===== config.mk =====
export PLATFORM = sky130hd
export DESIGN_NAME = knight_rider_bounce
export DESIGN_NICKNAME = d
export VERILOG_FILES = /design/src/rtl/knight_rider_bounce.sv
export SDC_FILE = /design/constraint.sdc
export NUM_CORES = 1
export LEC_CHECK = 0
export ABC_AREA = 1
export ABC_CLOCK_PERIOD_IN_PS = 4220
export BUFFER_PORTS_ARGS = -buffer_cell sky130_fd_sc_hd__buf_2
export CAP_MARGIN = 20
export CORE_ASPECT_RATIO = 0.9
export CORE_UTILIZATION = 66
export CTS_CLUSTER_DIAMETER = 150
export DETAILED_ROUTE_END_ITERATION = 16
export PLACE_DENSITY = 0.85
export SLEW_MARGIN = 30
export SYNTH_ARGS = -nofsm -noshare
export SYNTH_HDL_FRONTEND = slang
export SYNTH_SLANG_ARGS = --single-unit

===== constraint.sdc =====
create_clock -name clk -period 4.22 [get_ports clk]
set_input_delay 0.211 -clock clk [delete_from_list [all_inputs] [get_ports clk]]
set_output_delay 0.211 -clock clk [all_outputs]
set_load 0.005 [all_outputs]

===== src/rtl/knight_rider_bounce.sv =====
// -----------------------------------------------------------------------------
// knight_rider_bounce
//
// Purpose:
//   Bouncing single-LED "scanner" across an 8-LED bar. A prescaler divides the
//   system clock into step ticks; on each tick the lit LED (the head) moves one
//   position. At each end the head dwells for PAUSE_STEPS extra step periods
//   before the sweep reverses.
//
// Parameters:
//   PRESCALE     clock cycles per LED step (1 .. 2^27-1)
//   PAUSE_STEPS  extra step periods the head dwells at each end (0 .. 15)
//
// Ports:
//   clk           in   system clock, rising edge
//   rstn          in   synchronous active-low reset
//   en            in   1 = prescaler and pattern advance, 0 = freeze
//   led_out       out  [7:0] LED drive, bit n = LED n (registered)
//   step_o        out  one-cycle pulse on every pattern-state update (registered)
//   turnaround_o  out  one-cycle pulse on the edge where the sweep reverses
//
// Build option:
//   KNIGHT_RIDER_TRAIL_EN  when defined, adds a dim (25% duty) trail LED one
//                          position behind the head during a sweep.
// -----------------------------------------------------------------------------
module knight_rider_bounce #(
    parameter int unsigned PRESCALE    = 12500000,
    parameter int unsigned PAUSE_STEPS = 2
) (
    input  logic       clk,
    input  logic       rstn,
    input  logic       en,
    output logic [7:0] led_out,
    output logic       step_o,
    output logic       turnaround_o
);

    typedef enum logic [2:0] {
        S_IDLE,
        S_UP,
        S_DWELL_HI,
        S_DOWN,
        S_DWELL_LO
    } state_t;

    localparam logic [26:0] PRESC_LAST = 27'(PRESCALE - 1);
    localparam bit          HAS_DWELL  = (PAUSE_STEPS != 0);
    // Only meaningful when HAS_DWELL; kept legal for PAUSE_STEPS = 0.
    localparam logic [3:0]  DWELL_LAST = (PAUSE_STEPS == 0) ? 4'd0 : 4'(PAUSE_STEPS - 1);

    state_t      state_q, state_d;
    logic [2:0]  pos_q, pos_d;
    logic [3:0]  dcnt_q, dcnt_d;
    logic [26:0] presc_q, presc_d;
    logic [7:0]  led_q, led_d;
    logic        step_q, step_d;
    logic        turn_q, turn_d;
    logic        tick;

`ifdef KNIGHT_RIDER_TRAIL_EN
    logic [1:0]  pwm_q, pwm_d;
    // Set only after a step that stayed within the same sweep, so the first
    // step after IDLE or after a reversal shows no trail.
    logic        trail_ok_q, trail_ok_d;
`endif

    assign tick = en && (presc_q == PRESC_LAST);

    always_comb begin
        state_d = state_q;
        pos_d   = pos_q;
        dcnt_d  = dcnt_q;
        presc_d = presc_q;
        step_d  = tick;
        turn_d  = 1'b0;
        led_d   = 8'd0;

        if (en) begin
            presc_d = tick ? 27'd0 : presc_q + 27'd1;
        end

        if (tick) begin
            case (state_q)
                S_IDLE: begin
                    state_d = S_UP;
                    pos_d   = 3'd0;
                end
                S_UP: begin
                    if (pos_q != 3'd7) begin
                        pos_d = pos_q + 3'd1;
                    end else if (!HAS_DWELL) begin
                        state_d = S_DOWN;
                        pos_d   = 3'd6;
                        turn_d  = 1'b1;
                    end else begin
                        state_d = S_DWELL_HI;
                        dcnt_d  = 4'd0;
                    end
                end
                S_DWELL_HI: begin
                    if (dcnt_q == DWELL_LAST) begin
                        state_d = S_DOWN;
                        pos_d   = 3'd6;
                        turn_d  = 1'b1;
                    end else begin
                        dcnt_d = dcnt_q + 4'd1;
                    end
                end
                S_DOWN: begin
                    if (pos_q != 3'd0) begin
                        pos_d = pos_q - 3'd1;
                    end else if (!HAS_DWELL) begin
                        state_d = S_UP;
                        pos_d   = 3'd1;
                        turn_d  = 1'b1;
                    end else begin
                        state_d = S_DWELL_LO;
                        dcnt_d  = 4'd0;
                    end
                end
                S_DWELL_LO: begin
                    if (dcnt_q == DWELL_LAST) begin
                        state_d = S_UP;
                        pos_d   = 3'd1;
                        turn_d  = 1'b1;
                    end else begin
                        dcnt_d = dcnt_q + 4'd1;
                    end
                end
                default: begin
                    state_d = S_IDLE;
                    pos_d   = 3'd0;
                    dcnt_d  = 4'd0;
                end
            endcase
        end

        // LED image is built from next-state values so it lands on the same
        // edge as pos (no extra latency behind the tick).
        if (state_d != S_IDLE) begin
            led_d = 8'd1 << pos_d;
        end

`ifdef KNIGHT_RIDER_TRAIL_EN
        pwm_d      = pwm_q + 2'd1;
        trail_ok_d = trail_ok_q;
        if (tick) begin
            trail_ok_d = ((state_q == S_UP)   && (state_d == S_UP)) ||
                         ((state_q == S_DOWN) && (state_d == S_DOWN));
        end
        // Using pwm_d makes the trail visible in the cycles where pwm_q == 0.
        if (trail_ok_d && (pwm_d == 2'd0)) begin
            if (state_d == S_UP) begin
                led_d = led_d | (8'd1 << (pos_d - 3'd1));
            end else if (state_d == S_DOWN) begin
                led_d = led_d | (8'd1 << (pos_d + 3'd1));
            end
        end
`endif
    end

    always_ff @(posedge clk) begin
        if (!rstn) begin
            state_q <= S_IDLE;
            pos_q   <= 3'd0;
            dcnt_q  <= 4'd0;
            presc_q <= 27'd0;
            led_q   <= 8'h00;
            step_q  <= 1'b0;
            turn_q  <= 1'b0;
        end else begin
            state_q <= state_d;
            pos_q   <= pos_d;
            dcnt_q  <= dcnt_d;
            presc_q <= presc_d;
            led_q   <= led_d;
            step_q  <= step_d;
            turn_q  <= turn_d;
        end
    end

`ifdef KNIGHT_RIDER_TRAIL_EN
    always_ff @(posedge clk) begin
        if (!rstn) begin
            pwm_q      <= 2'd0;
            trail_ok_q <= 1'b0;
        end else begin
            pwm_q      <= pwm_d;
            trail_ok_q <= trail_ok_d;
        end
    end
`endif

    assign led_out      = led_q;
    assign step_o       = step_q;
    assign turnaround_o = turn_q;

endmodule


==> metrics.md <==
| Metric | Value |
|---|---|
| Ys async rst share | `0%` |
| RSZ-0062 raised after global routing | `false` |
| Area grow syn2layout | `7.09%` |
| Total track usage | `28.7%` |
| Sequential cell area fraction in the yosys report | `34.2%` |
| CTS Buffer Depth | `2` |
| Setup TNS | `0 ns` |
| CP max-delay cell | `dfxtp_1` |
| DP Area | `2830 um2` |
| CP peak stage delay | `0.45 ns` |
| Critical path launch point type | `flop` |
| Syn nets | `407` |
| Leak | `1.30 nW` |
| Met1 Use GR | `42.0%` |
| Final Hold Vio Count | `0` |
| Clock sinks | `47` |
| Most numerous cell in the Yosys netlist | `nand2_1` |
| Max-Cap Viols | `0` |
| H-tree depth | `2` |
| Diode count | `0` |
| Post-CTS sizing | `0` |
| Final HPWL DP | `4.55 mm` |
| Final Max Tran Viols | `0` |
| CP Class | `flop to flop` |
| Final Cell Area | `2950 um2` |
| Iteration-0 DRC Markers | `330` |
| Hold WC Path Type | `input pin to flop` |
| Clk_lat worst skew | `0.31 ns` |
| Crit path time final | `1.87 ns` |
| Share of layout cells above drive strength 1 | `18.8%` |
| Total power per unit cell area | `273 nW/um2` |
| Starting Density | `71.3%` |
| Critical Path AT | `2.11 ns` |
| Min-delay src | `rstn` |
| Final period utilization | `44.2%` |
| Cell taking the most area after synthesis | `dfxtp_1` |
| Tightest Pin Transition | `0.405 ns` |
| Core Rows | `21` |
| #FFs+latches synth | `47` |
| Most frequent CP cell | `nand2_1` |
| Number of flops mapped to enable cells by yosys | `0` |
| Largest net degree at the start of global routing | `17` |
| Vias in the first global route | `2301` |
| Port buffer count | `12` |
| Final setup viols | `0` |
| CTS Buf Count | `5` |
| Crit-path max FO | `5` |
| Hold-fix buffers, CTS | `0` |
| CORE AREA | `3860 um2` |
| Global-route wire length before repair | `10.3 mm` |
| Req. time, crit path | `4.46 ns` |
| Yosys top cell area share | `34.2%` |
| WL per Instance | `12.9 um` |
| Status | `finished, final reports clean` |
| Setup Skew | `0.00751 ns` |
| Post-Synthesis Cells | `398` |
| GRT overflow | `0` |
| Initial antenna violation count | `0` |
| Critical path cell sequence | `inv_1 > ha_1 > inv_1 > nor2_2 > inv_2 > nand2_1 > nand3_1 > nand2_1 > nor3_1 > o21a_1 > nand2_1 > nor2_1` |
| Synth warnings | `0` |
| Via density | `5.55` |
| CP Capture Type | `flop` |
| NumNets Final | `422` |
| Clock transition at path regs | `0.09 ns` |
| Worst IR Drop VDD | `0.274 mV` |
| Total number of vias | `2554` |
| CTS tree | `yes` |
| Post-CTS setup buffers | `0` |
| Die X | `70.1 um` |
| Area of the die | `4430 um2` |
| # DRC | `0` |
| Final WL | `5.92 mm` |
| Routed Antenna Nets | `0` |
| Max_slew headroom | `73.0%` |
| Grt met2 use | `42.4%` |
| M3 GR Usage | `4.96%` |
| Top_reg_cell synth | `dfxtp_1` |
| Syn avg cell area | `6.92 um2` |
| Routability cong. | `0.919` |
| Detailed Routing Iterations Pass 1 | `5` |
| I/O Pins | `13` |
| F_max | `536 MHz` |
| DIE HEIGHT | `63.3 um` |
| Worst setup startpoint | `pos_q[0]$_SDFF_PN0_` |
| Gr busiest metal | `met2` |
| Synth top area cells | `dfxtp_1 (34%), nand2_1 (10%), nor2_1 (8.7%), inv_1 (6.3%), nand3_1 (5.3%)` |
| Synthesized area | `2750 um2` |
| Commonest cells post-synth | `nand2_1 (73), nor2_1 (64), dfxtp_1 (47), inv_1 (46), nand3_1 (29)` |
| Synth cell types | `35` |
| CTS root buffer | `clkbuf_8` |
| FF-to-FF Start | `pos_q[0]$_SDFF_PN0_` |
-- critical path: cells and delay by family, from the launching register on --
family	cells	cell delay (ns)
AOI/OAI and AO/OA	1	0.20
adders and majority gates	1	0.22
DFF	1	0.45
and+or+nand+nor	7	0.65
buffers and inverters	3	0.28
-- worst paths after layout --
kind | endpoint | slack (ns) | cells after the start
setup / recovery | led_out[2]$_SDFF_PP0_ | 2.35 | 12
hold / removal | state_q[1]$_SDFF_PN0_ | 0.26 | 3
setup reg to reg | led_out[2]$_SDFF_PP0_ | 2.35 | 12
hold reg to reg | presc_q[13]$_SDFFE_PN0P_ | 0.49 | 2
-- area by class of cell --
type / count / area, um2
Multi-Input combinational cell: 288 / 1550
Sequential cell: 47 / 941
Fill cell: 295 / 915
Inverter: 59 / 221
Clock buffer: 5 / 68.8
Timing Repair Buffer: 12 / 60.1
Tap cell: 46 / 57.6
Clock inverter: 3 / 46.3
-- routing by layer --
metal  share of wire (%)  wire, um
met3                 6.8       403
met2                  43      2520
met4                 1.6        95
met5                   0         0
met1                  49      2900
-- stage by stage --
| stage | power, mW | hold slack, ns | setup WS (ns) | cells | util [%] |
|---|---|---|---|---|---|
| after detailed placement | 0.474 | 0.480 | 2.41 | 452 | 73.3 |
| after CTS | 0.808 | 0.259 | 2.38 | 460 | 76.3 |
| after global placement | 0.473 | 0.463 | 2.47 | 452 | 73.3 |
| final | 0.805 | 0.264 | 2.35 | 460 | 76.3 |
| after global routing | 0.827 | 0.273 | 2.12 | 460 | 76.3 |
| after floorplan | 0.472 | 0.437 | 2.63 | 398 | - |
-- power by group --
group	internal (mW)	total (mW)	switching, mW
Clock	0.179	0.341	0.162
Sequential	0.445	0.447	0.00178
Combinational	0.00413	0.0174	0.0132
-- registers in the layout, summed over array words and instances, names as in the netlist --
signal,flops
turnaround_o,1
presc_q,27
dcnt_q,4
step_o,1
pos_q,3
state_q,3
led_out,8
-- placed cells by master, fill, tap and decap left out, types with 6 or more instances in the layout --
master   Yosys  final
nor3_1      11     11
ha_1         6      6
buf_2        0     12
nand2_1     73     73
inv_2       13     13
o21ai_0     10     10
nand3_2      6      6
nand3_1     29     29
a21oi_1     19     19
dfxtp_1     47     47
nor2_4       6      6
nor2_1      64     64
xor2_1       8      8
nor2_2       9      9
inv_1       46     46
nand2_2     14     14
-- kinds of logic (layout without fill, tap and decap cells) --
family / Yosys count / count (layout) / synth area share (%)
AOI/OAI and AO/OA: 45 / 45 / 9.18
xor gates and xnor gates: 10 / 10 / 3.18
adders and majority gates: 6 / 6 / 2.73
buffers and inverters: 63 / 79 / 9.41
DFF: 47 / 47 / 34.2
and+or+nand+nor: 227 / 227 / 41.3
Power figures use the tool's default switching activity.
